[src/rtl/online_b2c_converter.sv]
// online_b2c_converter: MSD-first conversion of a borrow-save word to two's complement.
// Each digit is {d_plus, d_minus} with value d_plus - d_minus; digit N-1 arrives first.
// Conversion keeps two candidate results, Q and QM = Q - 1, so no carry ever ripples.
// Optional feature macro: ONLINE_B2C_ABS_EN adds an ABS state that returns the magnitude
// in out_data and the sign in out_neg, at the cost of one extra cycle.
module online_b2c_converter #(
    parameter int Stage = 8
) (
    input  logic                   clk,
    input  logic                   nrst,
    input  logic                   enable,
    input  logic [2*(Stage+4)-1:0] in_data,
    input  logic                   in_valid,
    output logic                   in_ready,
    output logic [Stage+4:0]       out_data,
    output logic                   out_neg,
    output logic                   out_valid,
    input  logic                   out_ready
);
    localparam int N  = Stage + 4;
    localparam int CW = $clog2(N);
    localparam logic [CW-1:0] CNT_TOP = CW'(N - 1);
    localparam logic [CW-1:0] CNT_ONE = CW'(1);

    // Q needs its sign bit stored only when ABS inspects it a cycle after the last digit;
    // otherwise the final sign is taken straight from the next-value logic.
`ifdef ONLINE_B2C_ABS_EN
    localparam int QW = N + 1;
    localparam logic [N:0] ONE = (N+1)'(1);
`else
    localparam int QW = N;
`endif

    typedef enum logic [1:0] {
        IDLE = 2'd0,
        CONV = 2'd1,
        ABS  = 2'd2,
        DONE = 2'd3
    } state_t;

    state_t          state;
    logic [2*N-1:0]  word;
    logic [QW-1:0]   q;
    logic [N-1:0]    qm;
    logic [CW-1:0]   cnt;
    logic            dp;
    logic            dm;
    logic [N:0]      q_next;
    logic [N-1:0]    qm_next;

    // The word register shifts left, so the digit being consumed always sits at the top.
    assign dp       = word[2*N-1];
    assign dm       = word[2*N-2];
    assign in_ready = (state == IDLE);

    // On-the-fly conversion step: append the digit to whichever candidate stays exact.
    always_comb begin
        q_next  = {q[N-1:0], 1'b0};
        qm_next = {qm[N-2:0], 1'b1};
        if (dp && !dm) begin
            q_next  = {q[N-1:0], 1'b1};
            qm_next = {q[N-2:0], 1'b0};
        end else if (!dp && dm) begin
            q_next  = {qm, 1'b1};
            qm_next = {qm[N-2:0], 1'b0};
        end
    end

    // Control FSM with registered result; disable behaves like a synchronous reset.
    always_ff @(posedge clk or negedge nrst) begin
        if (!nrst) begin
            state     <= IDLE;
            word      <= '0;
            q         <= '0;
            qm        <= '0;
            cnt       <= '0;
            out_data  <= '0;
            out_neg   <= 1'b0;
            out_valid <= 1'b0;
        end else if (!enable) begin
            state     <= IDLE;
            word      <= '0;
            q         <= '0;
            qm        <= '0;
            cnt       <= '0;
            out_data  <= '0;
            out_neg   <= 1'b0;
            out_valid <= 1'b0;
        end else begin
            case (state)
                IDLE: begin
                    if (in_valid) begin
                        word  <= in_data;
                        q     <= '0;
                        qm    <= '1;
                        cnt   <= CNT_TOP;
                        state <= CONV;
                    end
                end
                CONV: begin
                    q    <= q_next[QW-1:0];
                    qm   <= qm_next;
                    word <= {word[2*N-3:0], 2'b00};
                    if (cnt == '0) begin
`ifdef ONLINE_B2C_ABS_EN
                        state <= ABS;
`else
                        out_data  <= q_next;
                        out_neg   <= q_next[N];
                        out_valid <= 1'b1;
                        state     <= DONE;
`endif
                    end else begin
                        cnt <= cnt - CNT_ONE;
                    end
                end
`ifdef ONLINE_B2C_ABS_EN
                ABS: begin
                    out_neg   <= q[N];
                    out_data  <= q[N] ? (~q + ONE) : q;
                    out_valid <= 1'b1;
                    state     <= DONE;
                end
`endif
                DONE: begin
                    if (out_ready) begin
                        out_valid <= 1'b0;
                        state     <= IDLE;
                    end
                end
                default: state <= IDLE;
            endcase
        end
    end
endmodule

[config.mk]
export PLATFORM = sky130hd
export DESIGN_NAME = online_b2c_converter
export DESIGN_NICKNAME = d
export VERILOG_FILES = /design/src/rtl/online_b2c_converter.sv
export SDC_FILE = /design/constraint.sdc
export NUM_CORES = 1
export LEC_CHECK = 0
export CORE_ASPECT_RATIO = 1.5
export CORE_MARGIN = 3
export CORE_UTILIZATION = 50
export CTS_CLUSTER_DIAMETER = 200
export DETAILED_ROUTE_END_ITERATION = 10
export PLACE_DENSITY = 0.79
export SLEW_MARGIN = 20
export SYNTH_ARGS = -nofsm -noshare
export SYNTH_HDL_FRONTEND = slang
export SYNTH_SLANG_ARGS = --single-unit
[constraint.sdc]
create_clock -name clk -period 2.87 [get_ports clk]
set_clock_uncertainty 0.05 [all_clocks]
set_input_delay 0.861 -clock clk [delete_from_list [all_inputs] [get_ports clk]]
set_output_delay 0.861 -clock clk [all_outputs]
set_load 0.01 [all_outputs]
* Yosys cells after proc, flatten, opt, wreduce, memory -nomap -nowiden *
Cells that the tools add are included.

operators by class
  add/subtract/negate cells = 1
  mux-type cells = 32
  reduce and logical (&&, ||, !) cells = 11
  eq/ne operators = 10

operators by type and width
  cell                                                                number
  13-bit two-way mux                                                  5
  12-bit two-way mux                                                  5
  24-bit two-way mux                                                  2
  12-bit case mux with 2 select lines                                 2
  24-bit case mux with 2 select lines                                 1
  4-bit two-way mux                                                   3
  3-bit != test, second input constant                                4
  3-bit AND reduction                                                 3
  2-bit two-way mux                                                   4
  4-bit case mux with 2 select lines                                  1
  1-bit two-way mux                                                   7
  3-bit by 1-bit != test with 1-bit output, second input constant     2
  2-bit case mux with 3 select lines                                  1
  4-bit zero test                                                     1
  2-bit by 1-bit != test with 1-bit output, second input constant     2
  2-bit AND reduction                                                 2
  4-bit by 1-bit subtractor with 4-bit output, second input constant  1
  2-bit by 1-bit == test with 1-bit output, second input constant     1
  2-bit == test, second input constant                                1
  1-bit logical AND                                                   2
  1-bit zero test                                                     2
  2-bit zero test                                                     1
  1-bit case mux with 2 select lines                                  1

storage, ports and cells
  output and inout port bits = 16
  register bits = 69
  word-level logic and storage cells = 62
  bits of input ports = 29

* Longest topological paths before layout *
Gate-level depths: netlist of the first run.

  depth after elaboration = 7
  gate-level depth with buffers = 6
  gate-level depth less buffers = 5

* Worst setup path after synthesis of the first run *
Ideal clock, no wire load.

  kind = input -> register
  start = input enable
  end = register word[14]
  path slack = 1,017 ps
  data arrival time = 1,685 ps
  data required time = 2,702 ps
  stages on the path = 5
  library setup time = 118 ps
  buffers on the path = 2
  cells stage by stage = buf_2 and3b_4 buf_6 a22o_1 a21o_1

between the ends
  cells in the longest elaborated chain, start to end = 2
  elaborated cells between the ends (all ways) = 4
  classes of those cells = 2 x eq/ne; 1 x mux; 1 x reduce/logical

RTL lines
  item                                                                                               line  source
  start, declared                                                                                    11    input logic enable,
  3-bit by 1-bit != test with 1-bit output (no source line) / 3-bit != test (equally long branches)  n/a
  2-bit AND reduction (no source line)                                                               n/a
  end signal, assigned                                                                               93    word <= in_data;
  end signal, assigned                                                                               103   word <= {word[2*N-3:0], 2'b00};
  end, declared                                                                                      42    logic [2*N-1:0] word;

Parallel ways exist; a longest one is shown, timed or not.
A chain may end at the register's enable or synchronous reset.

* Worst setup path after layout of the first run *
  start = register state[1]
  end = output in_ready

between the ends
  cells in the longest elaborated chain, start to end = 1

RTL lines
  item                    line  source
  start, declared         41    state_t state;
  start signal, assigned  72    state <= IDLE;
  start signal, assigned  81    state <= IDLE;
  start signal, assigned  97    state <= CONV;
  2-bit zero test         54    assign in_ready = (state == IDLE);
  end, declared           14    output logic in_ready,

No other way between the ends.

==> results of run 1 <==
==> worst paths after layout <==
path | start | endpoint | slack, ps | cells after the start
worst min-delay path | word[9] | word[9] | 440 | 1
worst max register to register | word[22] | out_data[1] | 1050 | 6
worst min register to register | word[9] | word[9] | 440 | 1
min in group asynchronous | nrst | out_data[6] | 500 | 1
worst max-delay path | state[1] | in_ready | 450 | 2
max in group asynchronous | nrst | word[21] | 1710 | 2
==> cells in the mapped netlist (2+ instances only) <==
cell type / count / area share
sky130_fd_sc_hd__ha_1: 4 / 0.016
sky130_fd_sc_hd__clkbuf_1: 3 / 0.0035
sky130_fd_sc_hd__o2bb2ai_1: 24 / 0.065
sky130_fd_sc_hd__o21ai_0: 7 / 0.011
sky130_fd_sc_hd__dfrtp_1: 68 / 0.53
sky130_fd_sc_hd__inv_1: 4 / 0.0047
sky130_fd_sc_hd__buf_4: 2 / 0.0047
sky130_fd_sc_hd__a21o_1: 20 / 0.047
sky130_fd_sc_hd__nand2b_1: 2 / 0.0039
sky130_fd_sc_hd__a22o_2: 2 / 0.0062
sky130_fd_sc_hd__a21oi_1: 3 / 0.0047
sky130_fd_sc_hd__o21ai_1: 7 / 0.011
sky130_fd_sc_hd__nand2_1: 3 / 0.0035
sky130_fd_sc_hd__nor2_1: 5 / 0.0058
sky130_fd_sc_hd__a31oi_1: 12 / 0.023
sky130_fd_sc_hd__a2bb2oi_1: 2 / 0.0054
sky130_fd_sc_hd__buf_6: 10 / 0.035
sky130_fd_sc_hd__nand3_1: 3 / 0.0047
sky130_fd_sc_hd__buf_2: 6 / 0.0093
sky130_fd_sc_hd__mux2i_1: 25 / 0.078
sky130_fd_sc_hd__a22o_1: 20 / 0.054
==> sequential cells by signal, indices dropped and copies added (netlist names) <==
signal and cells:
state 2, out_data 13, out_valid 1, q 12, word 24, cnt 4, qm 12
==> kinds of logic after synthesis <==
kind of cell,Yosys count
compound gates,107
flops,68
buf+inv,26
mux,25
simple gates,24
fa+ha+maj,4
==> cells in the final DEF, fill, tap and decap left out, types with 7 or more instances in the layout <==
| master | synthesis | routed |
|---|---|---|
| sky130_fd_sc_hd__clkbuf_8 | 0 | 11 |
| sky130_fd_sc_hd__o21ai_0 | 7 | 7 |
| sky130_fd_sc_hd__a22o_1 | 20 | 20 |
| sky130_fd_sc_hd__o21ai_1 | 7 | 7 |
| sky130_fd_sc_hd__clkdlybuf4s50_1 | 0 | 43 |
| sky130_fd_sc_hd__dfrtp_1 | 68 | 68 |
| sky130_fd_sc_hd__a21o_1 | 20 | 20 |
| sky130_fd_sc_hd__o2bb2ai_1 | 24 | 24 |
| sky130_fd_sc_hd__mux2i_1 | 25 | 25 |
| sky130_fd_sc_hd__a31oi_1 | 12 | 12 |
==> power by group through the flow <==
stage | Combinational (mW) | Sequential, mW | Clock, mW
global route | 0.445 | 1.09 | 0.866
floorplan | 0.289 | 1.08 | 0
global placement | 0.394 | 1.09 | 0
CTS | 0.405 | 1.08 | 0.828
finish | 0.402 | 1.08 | 0.806
detailed placement | 0.404 | 1.10 | 0
==> final cells by class <==
cell class                 count  share of cell area
clock buffer                  11             0.03907
clock inverter                 5             0.01518
sequential                    68              0.4391
multi-input combinational    160              0.3400
tap                           74             0.02389
inverter                       5            0.008395
timing repair buffer          52              0.1343
==> stage by stage <==
| step | cell area (um^2) | instances | hold WS, ps | util | power (mW) |
|---|---|---|---|---|---|
| 2_1_floorplan | 3221 | 254 | 398.9 | - | 1.373 |
| 3_3_place_gp | 3665 | 359 | 409.3 | 0.5935 | 1.487 |
| 3_5_place_dp | 3665 | 359 | 415.1 | 0.5935 | 1.500 |
| 4_1_cts | 3875 | 375 | 436.7 | 0.6276 | 2.312 |
| 5_1_grt | 3875 | 375 | 453.6 | 0.6276 | 2.400 |
| 6_report | 3875 | 375 | 436.4 | 0.6276 | 2.287 |
==> routing by layer <==
layer | up-vias | share of wire | global-route usage
li1 | 1059 | - | -
met1 | 1092 | 0.43 | 0.2452
met2 | 56 | 0.51 | 0.3158
met3 | 11 | 0.039 | 0.03965
met4 | 0 | 0.016 | 0.06586
met5 | - | 0 | 0
==> worst max-delay path, stage by stage, from the launching register on <==
cell,delay (ps)
sky130_fd_sc_hd__dfrtp_1,480
sky130_fd_sc_hd__nor2_1,140
sky130_fd_sc_hd__clkdlybuf4s50_1,540
==> impl_summary.log, run 1 <==
[metrics] outcome: complete, no violations
[metrics] via count of the first global-routing pass: 2,344
[metrics] n_diodes: 0
[metrics] clock buffer depth: 2
[metrics] total detailed-routing wirelength: 6540 um
[metrics] number of sinks driven by the clock tree: 68
[metrics] xor-xnor portion of the synthesized cell area: 0
[metrics] GRT Residual Overflow: 0
[metrics] max-cap violations: 0
[metrics] via count: 2,218
[metrics] setup slack at placement: 343.8 ps
[metrics] Post-CTS Setup Bufs: 0
[metrics] Hold Fails Final Rpt: 0
[metrics] number of vias per cell: 5.915
[metrics] clock tree from TritonCTS: built
[metrics] setup TNS: 0 ps
[metrics] sequential power share: 0.472
[metrics] first-pass GRT wire length: 11,340 um
[metrics] count of cells resized by post-cts repair: 0
[metrics] per-instance average area after synthesis: 12.68 um^2
[metrics] largest net degree at the start of global routing: 35
[metrics] maximum fanout encountered on the critical timing path: 11
[metrics] number of hold buffers added after cts: 0
[metrics] number of enable flip-flop cells after synthesis: 0
[metrics] Critical Path RT: 1960 ps
[metrics] Skew-Pair Late Insertion Delay: 340 ps
[metrics] main combinational cell family by area after synthesis: compound AO/OA/AOI/OAI gates
[metrics] Detail Route Antenna Nets: 0
[metrics] Least-Margin Pin Slew: 672.0 ps
[metrics] placeable core region: 0.006175 mm^2
[metrics] leakage dissipation: 1.779 nW
[metrics] switching part of the total power: 0.2727
[metrics] Synth Area in Adders: 0.01554
[metrics] commonest register cell after synthesis: sky130_fd_sc_hd__dfrtp_1
[metrics] GRT Total Usage: 0.1907
[metrics] Clk pwr share: 0.353
[metrics] IO Pins: 45
[metrics] area taken by multi-input logic gates: 0.001318 mm^2
[metrics] standard-cell rows: 35
[metrics] number of nets in the synthesized netlist: 287
[metrics] sort of element at the start of the critical path: flop
[metrics] number of endpoints failing setup at the final stage: 0
[metrics] achievable clock frequency: 413.9 MHz
[metrics] instance count of the mapped netlist: 254
[metrics] number of detailed-route iterations in the first pass: 4
[metrics] Yosys cell types: 43
[metrics] register area: 0.001702 mm^2
[metrics] placer's final routability congestion estimate: 0.8380
[metrics] number of port buffers: 44
[metrics] complex-gate fraction of the synthesized area: 0.2622
[metrics] endpoint type of the worst setup path: output port
[metrics] floorplan die width: 71.53 um
[metrics] Switching Power: 0.6237 mW
[metrics] Final #Nets: 329
[metrics] Async S/R FF share, synth: 1.000
[metrics] internal power: 1.663 mW
[metrics] Area Growth Syn to Fin: 20.32%
[metrics] period utilisation layout: 0.8417
[metrics] number of warnings reported in the yosys synthesis log: 0
[metrics] antenna violations before repair: 0
[metrics] wire length per cell after detailed routing: 17.44 um
[metrics] PwrDens: 590.1 mW/mm^2
[metrics] worst relative slew slack: 0.5520
[metrics] Die Height: 104.3 um
[metrics] CTS Buf Count: 9
[metrics] iteration-0 DRC count of the detailed router: 139
[metrics] CTS H-tree lvls: 3
[metrics] time the worst path needs with I/O delays and setup: 2416 ps
[metrics] Initial Utilization: 0.5216
[metrics] fraction of power consumed by combinational cells: 0.176
[metrics] sequential area share after synthesis: 0.5284
[metrics] clock-pin slew on the worst setup and hold paths: 80 ps
[metrics] detailed-placement wirelength estimate: 4563 um
[metrics] clock root buffer master: sky130_fd_sc_hd__clkbuf_8
[metrics] area enclosed by the die boundary: 0.007460 mm^2
[metrics] worst endpoint data arrival time: 1500 ps
[metrics] Worst Setup Slack, final: 454.2 ps
[metrics] layout cell share with drive strength beyond 1: 0.1329
[metrics] fraction of the mapped netlist area in simple logic gates: 0.05361
[metrics] DRC Markers: 0
[metrics] largest vdd supply drop: 0.3780 mV
[metrics] flip-flop and latch count after synthesis: 68
[metrics] netlist area before placement: 0.003221 mm^2
[metrics] kind of path behind the tightest hold check: reg2reg
[metrics] unrepaired setup endpoints after global routing: no
[metrics] post-synthesis mux area share: 0.07770
[metrics] Final Max Tran Viols: 0
[metrics] # fillers: 488
[metrics] worst setup path category: reg2out
Power figures use the tool's default switching activity.
==> run 2: changes to the inputs <==
--- a/config.mk
+++ b/config.mk
@@ -7,10 +7,10 @@
 export LEC_CHECK = 0
 export CORE_ASPECT_RATIO = 1.5
 export CORE_MARGIN = 3
-export CORE_UTILIZATION = 50
+export CORE_UTILIZATION = 49
 export CTS_CLUSTER_DIAMETER = 200
 export DETAILED_ROUTE_END_ITERATION = 10
-export PLACE_DENSITY = 0.79
+export PLACE_DENSITY = 0.81
 export SLEW_MARGIN = 20
 export SYNTH_ARGS = -nofsm -noshare
 export SYNTH_HDL_FRONTEND = slang
==> constraint.sdc (replaced) <==
create_clock -name clk -period 2 [get_ports clk]
set_clock_uncertainty 0.05 [all_clocks]
set_input_delay 0.6 -clock clk [delete_from_list [all_inputs] [get_ports clk]]
set_output_delay 0.6 -clock clk [all_outputs]
set_load 0.01 [all_outputs]
==> run 2 against run 1 <==
Against the previous run: count of clock-buffer cells in the layout shrank 2; routed wire length grew 4.8%; critical path depth shrank 1; combinational power grew 55%; flip-flop and latch count is the same; critical path type unchanged.
==> impl_summary.log, run 2 (synthesis gave the netlist of run 1 again) <==
[metrics] outcome: complete, no violations
[metrics] iteration-0 DRC count of the detailed router: 148
[metrics] achievable clock frequency: 520.1 MHz
[metrics] period utilisation layout: 0.9613
[metrics] largest incremental delay on the critical path: 550 ps
[metrics] placer's final routability congestion estimate: 0.8132
[metrics] # fillers: 489
[metrics] number of endpoints failing setup at the final stage: 0
[metrics] DRC Markers: 0
[metrics] Final Core Density: 0.6422
[metrics] PwrDens: 909.4 mW/mm^2
[metrics] layout cell share with drive strength beyond 1: 0.1526
[metrics] n_diodes: 0
[metrics] Switching Power: 0.9292 mW
[metrics] Clk pwr share: 0.407
[metrics] CP delay by family, top: buffers and inverters
[metrics] number of port buffers: 44
[metrics] via count: 2,293
[metrics] unrepaired setup endpoints after global routing: no
[metrics] internal power: 2.728 mW
[metrics] standard-cell rows: 35
[metrics] endpoint type of the worst setup path: output port
[metrics] Hold Fails Final Rpt: 0
[metrics] Critical Path RT: 1350 ps
[metrics] max-cap violations: 0
[metrics] worst endpoint data arrival time: 1270 ps
[metrics] leakage dissipation: 1.855 nW
[metrics] Initial Utilization: 0.5143
[metrics] Critical Path Slowest Stage Cell: sky130_fd_sc_hd__clkdlybuf4s50_1
[metrics] register area: 0.001702 mm^2
[metrics] fraction of power consumed by combinational cells: 0.170
[metrics] Die Height: 105.3 um
[metrics] cell-by-cell listing of the critical path: clkdlybuf4s50_1
[metrics] clock tree from TritonCTS: built
[metrics] largest net degree at the start of global routing: 69
[metrics] sequential power share: 0.423
[metrics] worst reg2reg path startpoint: word[22]
[metrics] Post-CTS Setup Bufs: 0
[metrics] Skew-Pair Late Insertion Delay: 350 ps
[metrics] number of vias per cell: 6.003
[metrics] via count of the first global-routing pass: 2,405
[metrics] overall power consumption: 3.657 mW
[metrics] Met2 Routed Length: 3677 um
[metrics] area enclosed by the die boundary: 0.007601 mm^2
[metrics] clock buffer depth: 2
[metrics] worst hold slack after final layout: 200.8 ps
[metrics] detailed-placement wirelength estimate: 4753 um
[metrics] worst setup path category: reg2out
[metrics] kind of path behind the tightest hold check: in2async
[metrics] first-pass GRT wire length: 11,530 um
[metrics] Routed met1 length: 2816 um
[metrics] clock-pin slew on the worst setup and hold paths: 70 ps
[metrics] Top Layer Used: met4
[metrics] time the worst path needs with I/O delays and setup: 1923 ps
[metrics] routed wl met3: 249 um
[metrics] CTS H-tree lvls: 3
[metrics] total detailed-routing wirelength: 6853 um
[metrics] switching part of the total power: 0.2541
[metrics] placeable core region: 0.006262 mm^2
[metrics] Area Growth Syn to Fin: 24.86%
[metrics] number of sinks driven by the clock tree: 68
[metrics] number of hold buffers added after cts: 0
[metrics] largest reg by FF count: word
[metrics] Final Max Tran Viols: 0
[metrics] CTS Buf Count: 9
[metrics] Least-Margin Pin Slew: 375.0 ps
[metrics] Critical Path Source: out_data[12]
[metrics] Largest register FFs: 24
[metrics] number of detailed-route iterations in the first pass: 4
[metrics] fin cells: 382
[metrics] clock root buffer master: sky130_fd_sc_hd__clkbuf_8
[metrics] GRT Total Usage: 0.1965
[metrics] cell count after placement: 367
[metrics] Final #Nets: 337
[metrics] area taken by multi-input logic gates: 0.001318 mm^2
[metrics] antenna violations before repair: 0
[metrics] largest vdd supply drop: 0.4941 mV
[metrics] Detail Route Antenna Nets: 0
[metrics] GRT Residual Overflow: 0
[metrics] Worst Path Buf+Inv: 1
[metrics] wire length per cell after detailed routing: 17.94 um
[metrics] floorplan die width: 72.20 um
[metrics] sort of element at the start of the critical path: flop
[metrics] IO Pins: 45
[metrics] registers with the most flip-flops: word: 24 flops, out_data: 13 flops
[metrics] commonest non-fill, non-tap cells in the layout: sky130_fd_sc_hd__dfrtp_1 (68), sky130_fd_sc_hd__clkdlybuf4s50_1 (42), sky130_fd_sc_hd__mux2i_1 (25), sky130_fd_sc_hd__o2bb2ai_1 (24)
[metrics] maximum fanout encountered on the critical timing path: 3
[metrics] worst relative slew slack: 0.7500
[metrics] most common cell after layout, fill and taps aside: sky130_fd_sc_hd__dfrtp_1
-- run 2: power by group through the flow --
stage                     clock [mW]  sequential, mW  combinational, mW
after global placement             0            1.57              0.611
final                           1.49            1.55              0.622
after global routing            1.58            1.56              0.681
after CTS                       1.51            1.55              0.625
after floorplan                    0            1.56              0.415
after detailed placement           0            1.57              0.624
-- run 2: worst paths after layout --
path | to | slack, ps | cells past startpoint
setup / recovery | out_neg | 80 | 1
hold / removal | out_data[12] | 200 | 2
setup reg to reg | out_data[1] | 300 | 6
hold reg to reg | word[8] | 430 | 1
max in group asynchronous | qm[7] | 1380 | 2
min in group clk | word[8] | 430 | 1
-- run 2: routing by layer --
metal  up-vias  global-route usage
met2        61              0.3286
met3        11             0.04771
met4         0             0.07527
met1      1152              0.2407
met5         -                   0
li1       1069                   -
-- run 2: cell type report --
class | instances | area share
clock buffer | 9 | 0.03080
clock inverter | 6 | 0.03391
inverter | 5 | 0.008090
multi-input combinational | 160 | 0.3276
sequential | 68 | 0.4231
tap | 74 | 0.02302
timing repair buffer | 60 | 0.1534
-- run 2: repair_timing --
action	in CTS	in global routing
setup endpoints to repair	1	0
endpoints found under the hold margin	0	0
gates resized for setup	1	0
-- run 2: per-stage QoR --
| step | setup WS, ps | cell area [um^2] | setup TNS [ps] |
|---|---|---|---|
| after floorplan | 407.8 | 3221 | 0 |
| after global placement | -54.18 | 3762 | -73.84 |
| after detailed placement | -53.64 | 3762 | -127.2 |
| after CTS | 50.84 | 4021 | 0 |
| after global routing | 21.75 | 4021 | 0 |
| final | 77.36 | 4021 | 0 |
